$ cat src/rtl/seg7_pkg.sv
// seg7_pkg: shared types, anode codes, blanking constants and hex glyph table for the scan controller.
package seg7_pkg;
  typedef logic [1:0] digit_t;
  typedef enum logic {DISPLAY, BLANK} state_t;
  localparam logic [3:0] AN_OFF = 4'b1111;
  localparam logic [6:0] SEG_OFF = 7'h7F;
  localparam logic [3:0] AN_CODE [4] = '{4'b1110, 4'b1101, 4'b1011, 4'b0111};
  localparam logic [6:0] HEX_SEG [16] = '{
    7'h40, 7'h79, 7'h24, 7'h30, 7'h19, 7'h12, 7'h02, 7'h78,
    7'h00, 7'h10, 7'h08, 7'h03, 7'h46, 7'h21, 7'h06, 7'h0E
  };
endpackage

$ cat src/rtl/seg7_hex_to_seg.sv
// seg7_hex_to_seg: nibble to active-low {g,f,e,d,c,b,a} glyph.
module seg7_hex_to_seg
  import seg7_pkg::*;
(
  input  logic [3:0] nibble,
  output logic [6:0] seg
);
  assign seg = HEX_SEG[nibble];
endmodule

$ cat src/rtl/seg7_scan_ctrl.sv
// seg7_scan_ctrl: 4-digit multiplexed 7-seg scanner with tear-free shadow loading.
// Define SEG7_BLANK_EN to insert BLANK_CYCLES of all-off between digit slots.
module seg7_scan_ctrl
  import seg7_pkg::*;
#(
  parameter int REFRESH_DIV  = 100000,
  parameter int BLANK_CYCLES = 1000
) (
  input  logic        clk,
  input  logic        rst_n,
  input  logic        load_valid,
  output logic        load_ready,
  input  logic [15:0] load_data,
  input  logic [3:0]  load_dp,
  input  logic [3:0]  load_en,
  output logic [3:0]  an,
  output logic [6:0]  seg,
  output logic        dp,
  output logic        frame_start
);
  localparam int MAXC = REFRESH_DIV > BLANK_CYCLES ? REFRESH_DIV : BLANK_CYCLES;
  localparam int CW = $clog2(MAXC);
  state_t state, state_n;
  digit_t idx;
  logic [CW-1:0] cnt;
  logic [15:0] act_data, sh_data;
  logic [3:0] act_dp, act_en, sh_dp, sh_en;
  logic pending, adv, chg, wrap, lit;
  logic [3:0] nib;
  logic [6:0] dec;
  assign load_ready = ~pending;
`ifdef SEG7_BLANK_EN
  always_comb begin
    state_n = state == DISPLAY ? (cnt == CW'(REFRESH_DIV - 1) ? BLANK : DISPLAY)
                               : (cnt == CW'(BLANK_CYCLES - 1) ? DISPLAY : BLANK);
    adv = state == BLANK && state_n == DISPLAY;
    chg = state_n != state;
  end
`else
  always_comb begin
    state_n = DISPLAY;
    adv = cnt == CW'(REFRESH_DIV - 1);
    chg = adv;
  end
`endif
  assign wrap = adv && idx == 2'd3;
  assign lit = state == DISPLAY && act_en[idx];
  assign nib = act_data[{idx, 2'b00} +: 4];
  seg7_hex_to_seg u_hex (.nibble(nib), .seg(dec));
  // Shadow copies into active only on the wrap so a frame never mixes old and new digits.
  always_ff @(posedge clk or negedge rst_n) begin
    if (!rst_n) begin
      state <= DISPLAY;
      idx <= '0;
      cnt <= '0;
      pending <= 1'b0;
      act_data <= '0;
      act_dp <= '0;
      act_en <= '0;
      sh_data <= '0;
      sh_dp <= '0;
      sh_en <= '0;
      an <= AN_OFF;
      seg <= SEG_OFF;
      dp <= 1'b1;
      frame_start <= 1'b0;
    end else begin
      state <= state_n;
      cnt <= chg ? '0 : cnt + 1'b1;
      if (adv) idx <= idx + 1'b1;
      if (wrap && pending) begin
        act_data <= sh_data;
        act_dp <= sh_dp;
        act_en <= sh_en;
        pending <= 1'b0;
      end else if (load_valid && load_ready) begin
        sh_data <= load_data;
        sh_dp <= load_dp;
        sh_en <= load_en;
        pending <= 1'b1;
      end
      an <= lit ? AN_CODE[idx] : AN_OFF;
      seg <= lit ? dec : SEG_OFF;
      dp <= lit ? ~act_dp[idx] : 1'b1;
      frame_start <= state == DISPLAY && idx == 2'd0 && cnt == '0;
    end
  end
endmodule
$ cat config.mk
export PLATFORM = sky130hd
export DESIGN_NAME = seg7_scan_ctrl
export DESIGN_NICKNAME = d
export VERILOG_FILES = /design/src/rtl/seg7_pkg.sv /design/src/rtl/seg7_hex_to_seg.sv /design/src/rtl/seg7_scan_ctrl.sv
export SDC_FILE = /design/constraint.sdc
export NUM_CORES = 1
export LEC_CHECK = 0
export BUFFER_PORTS_ARGS = -buffer_cell sky130_fd_sc_hd__buf_2
export CORE_MARGIN = 8
export CORE_UTILIZATION = 58
export DETAILED_ROUTE_END_ITERATION = 8
export GPL_ROUTABILITY_DRIVEN = 0
export PLACE_DENSITY = 0.79
export SYNTH_ARGS = -nofsm -noshare
export SYNTH_HDL_FRONTEND = slang
export SYNTH_SLANG_ARGS = --single-unit
$ cat constraint.sdc
create_clock -name clk -period 2.7 [get_ports clk]
set_input_delay 0 -clock clk [delete_from_list [all_inputs] [get_ports clk]]
set_output_delay 0 -clock clk [all_outputs]
set_load 0.02 [all_outputs]
==> impl_metrics.toml <==
[outcome]
run_status = "finished clean"

[synth]
async_reset_ff_share_pct = 100
synth_seq_cells = 81
syn_inst = 264
ys_top_cells_by_count = "69 x dfrtp_1, 47 x mux2_2, 16 x nand2_1, 13 x nor2_1"
synth_top_cell_area_share_pct = 48.3
post-synth-top-area-cell = "dfrtp_1"
ys_seq_area_share_pct = 57.1
synth_edf_count = 0
syn_area_per_cell_um2 = 13.5
yosysMostFrequentCell = "dfrtp_1"
ys_types = 39
syn_area_mm2 = 0.00357
yosysWarnings = 0
syn_nets = 303
synth_flop_cell = "dfrtp_1"
synth.area.top_cells = "dfrtp_1 48%, mux2_2 15%, dfstp_2 8.8%"

[detailed_routing]
routed_via_density = 5.45
ant_nets = 0
drt-total-wl_mm = 6.44
drtIter0Drc = 125
wl_per_cell_um = 15.6
route.detailed.drc = 0
dr.pass1.iters = 4
via_count = 2252

[clock_tree]
clock_sinks = 81
worst_skew_pair.late_latency_ps = 340
cts_tree = "built"
root_buffer = "clkbuf_8"
clock_path_buffers = 2
htreeDepth = 3
clkSlewWorstSetupHoldPaths_ps = 80
cts_buffers = 9

[worst_setup_path]
crit_type = "reg -> reg"
critPathLaunchType = "flip-flop"
r2r_start = "cnt[0]"
worstPathCellList = "ha_1 > and4_1 > nand2_4 > nor4_4 > buf_4 > mux2_2"
cp.arrival_ps = 2460
reg2regPathDepth = 6
end_kind = "flip-flop"
cpMaxStageDelayCell = "dfrtp_1"
cp.required_ps = 2930
cp_max_fo = 25
worstSetupStartpoint = "cnt[0]"
slowest_delay_ps = 410

[place]
pre_cts_slack_ps = 507
portBuffers = 40
hpwlAfterDp_mm = 4.19
placed_cell_area_mm2 = 0.00383

[floorplanning]
rows = 28
fp.dieW_um = 94.5
start_util_pct = 60.0
die-height_um = 94.5
core_mm2 = 0.00596
pin_count = 41
die-area_mm2 = 0.00893

[global_route]
grt_pass1_vias = 2396
grt_use_total_pct = 16.5
gr-total-overflow = 0
grt_pass1_wl_mm = 11.5
grt_max_degree = 82
grt_antenna_before_repair = 0

[timing]
fin_crit_sh_pct = 82.7
slew_viol_final = 0
worstMarginPinSlew_ps = 964
fin_worst_skew_ps = 9.93
rsz0062_at_grt = "no"
fmax_mhz = 448
final.setup.tns_ps = 0
slew-limit-headroom_pct = 35.7
period_needed_ps = 2230
setup-violations-final = 0
worst_slack_ps = 466
finalHoldViolCount = 0

[pwr]
internal-power_w = 0.00187
power_w = 0.00235
power.leakage_nw = 1.96
p_sw_w = 0.000484
seq_power_share_pct = 54.4
netSwitchingFraction_pct = 20.6
power.density_mw_per_mm2 = 545
clkPwrFrac_pct = 41.0
ir_worst_vdd_mv = 0.347
comb_power_share_pct = 4.6

[finish]
nFillCells = 409
diodes = 0
finish.net_count = 372
drive_gt1_share_pct = 38.2
syn_to_final_growth_pct = 20.7
final_area_mm2 = 0.00431

[flow_run]
cap_violations = 0

[hold_path]
hp-class = "in -> async"
critical path: cells and delay by family (launching register included):
kind,cells,cell delay [ps]
buffers and inverters,1,350
adder cells (fa/ha/maj),1,220
multiplexers,1,390
flip-flops,1,410
AND/OR/NAND/NOR,3,760
layer usage:
layer	track usage, %	vias up	wire length (µm)
met5	0	-	0
met4	7.80	0	124
met3	3.81	11	321
met2	24.9	52	2980
met1	22.1	1122	3010
li1	-	1067	-
area by class of cell:
cell class | instances | area (µm²) | share of cell area, %
Multi-Input combinational cell | 161 | 1430 | 33.2
Sequential cell | 81 | 2040 | 47.3
Tap cell | 75 | 93.8 | 2.18
Timing Repair Buffer | 69 | 485 | 11.3
Inverter | 11 | 41.3 | 0.957
Clock inverter | 5 | 78.8 | 1.83
Clock buffer | 11 | 141 | 3.28
worst paths after layout:
kind | endpoint | slack, ps
hold / removal | sh_dp[1] | 370
hold reg to reg | act_dp[2] | 490
min in group clk | sh_data[9] | 420
max in group asynchronous | cnt[8] | 1720
setup / recovery | act_dp[3] | 470
setup reg to reg | act_dp[3] | 470
power groups by stage:
| stage | sequential (W) | clock (W) | combinational, W |
|---|---|---|---|
| 6_report | 0.00128 | 0.000963 | 0.000109 |
| 5_1_grt | 0.00128 | 0.00103 | 0.000122 |
| 4_1_cts | 0.00128 | 0.000981 | 0.000110 |
| 3_5_place_dp | 0.00130 | 0 | 0.0000820 |
| 3_3_place_gp | 0.00130 | 0 | 0.0000780 |
| 2_1_floorplan | 0.00129 | 0 | 0.0000367 |
cells in the final DEF, fill, tap and decap left out, types with 2 or more instances in the layout:
cell type	n
dfrtp_1	69
mux2_2	47
buf_2	39
dlygate4sd3_1	26
nand2_1	16
nor2_1	13
xnor2_1	12
ha_1	12
dfstp_2	12
inv_1	11
clkbuf_8	10
mux4_2	6
nand3_1	6
nand4_1	5
nor3_1	5
o221ai_1	4
buf_4	4
nor2b_1	3
a21oi_1	3
xor2_1	3
mux2_1	3
nand2b_1	2
a211oi_1	2
nor4_1	2
and3_1	2
bufinv_16	2
clkinv_2	2
flip-flops by register name, indices dropped and copies added, names as in the netlist:
signal,cells
act_data,16
pending,1
sh_data,16
act_en,4
cnt,17
seg,7
idx,2
sh_dp,4
an,4
sh_en,4
dp,1
act_dp,4
frame_start,1
stage by stage:
step | cells | hold slack, ps | util (%)
final | 413 | 374 | 72.4
after global placement | 371 | 213 | 64.3
after global routing | 413 | 416 | 72.4
after floorplan | 264 | -296 | -
after detailed placement | 371 | 219 | 64.3
after CTS | 413 | 394 | 72.4
kinds of logic (layout without fill, tap and decap cells):
logic type | count (synthesis) | count (layout) | share of synthesized area, %
multiplexers | 57 | 57 | 19.8
AND/OR/NAND/NOR | 63 | 63 | 9.52
flip-flops | 81 | 81 | 57.1
XOR/XNOR | 15 | 15 | 3.68
adder cells (fa/ha/maj) | 12 | 12 | 4.20
buffers and inverters | 22 | 96 | 2.94
AO/OA/AOI/OAI | 14 | 14 | 2.73
timing repair:
item / 4_1_cts / 5_1_grt
endpoints found under the setup margin: 0 / 0
gates resized for setup: 0 / 0
buffers inserted: 0 / 0
hold buffers: 26 / 0
hold endpoints to repair: 94 / 0
(Power assumes the default switching activity.)
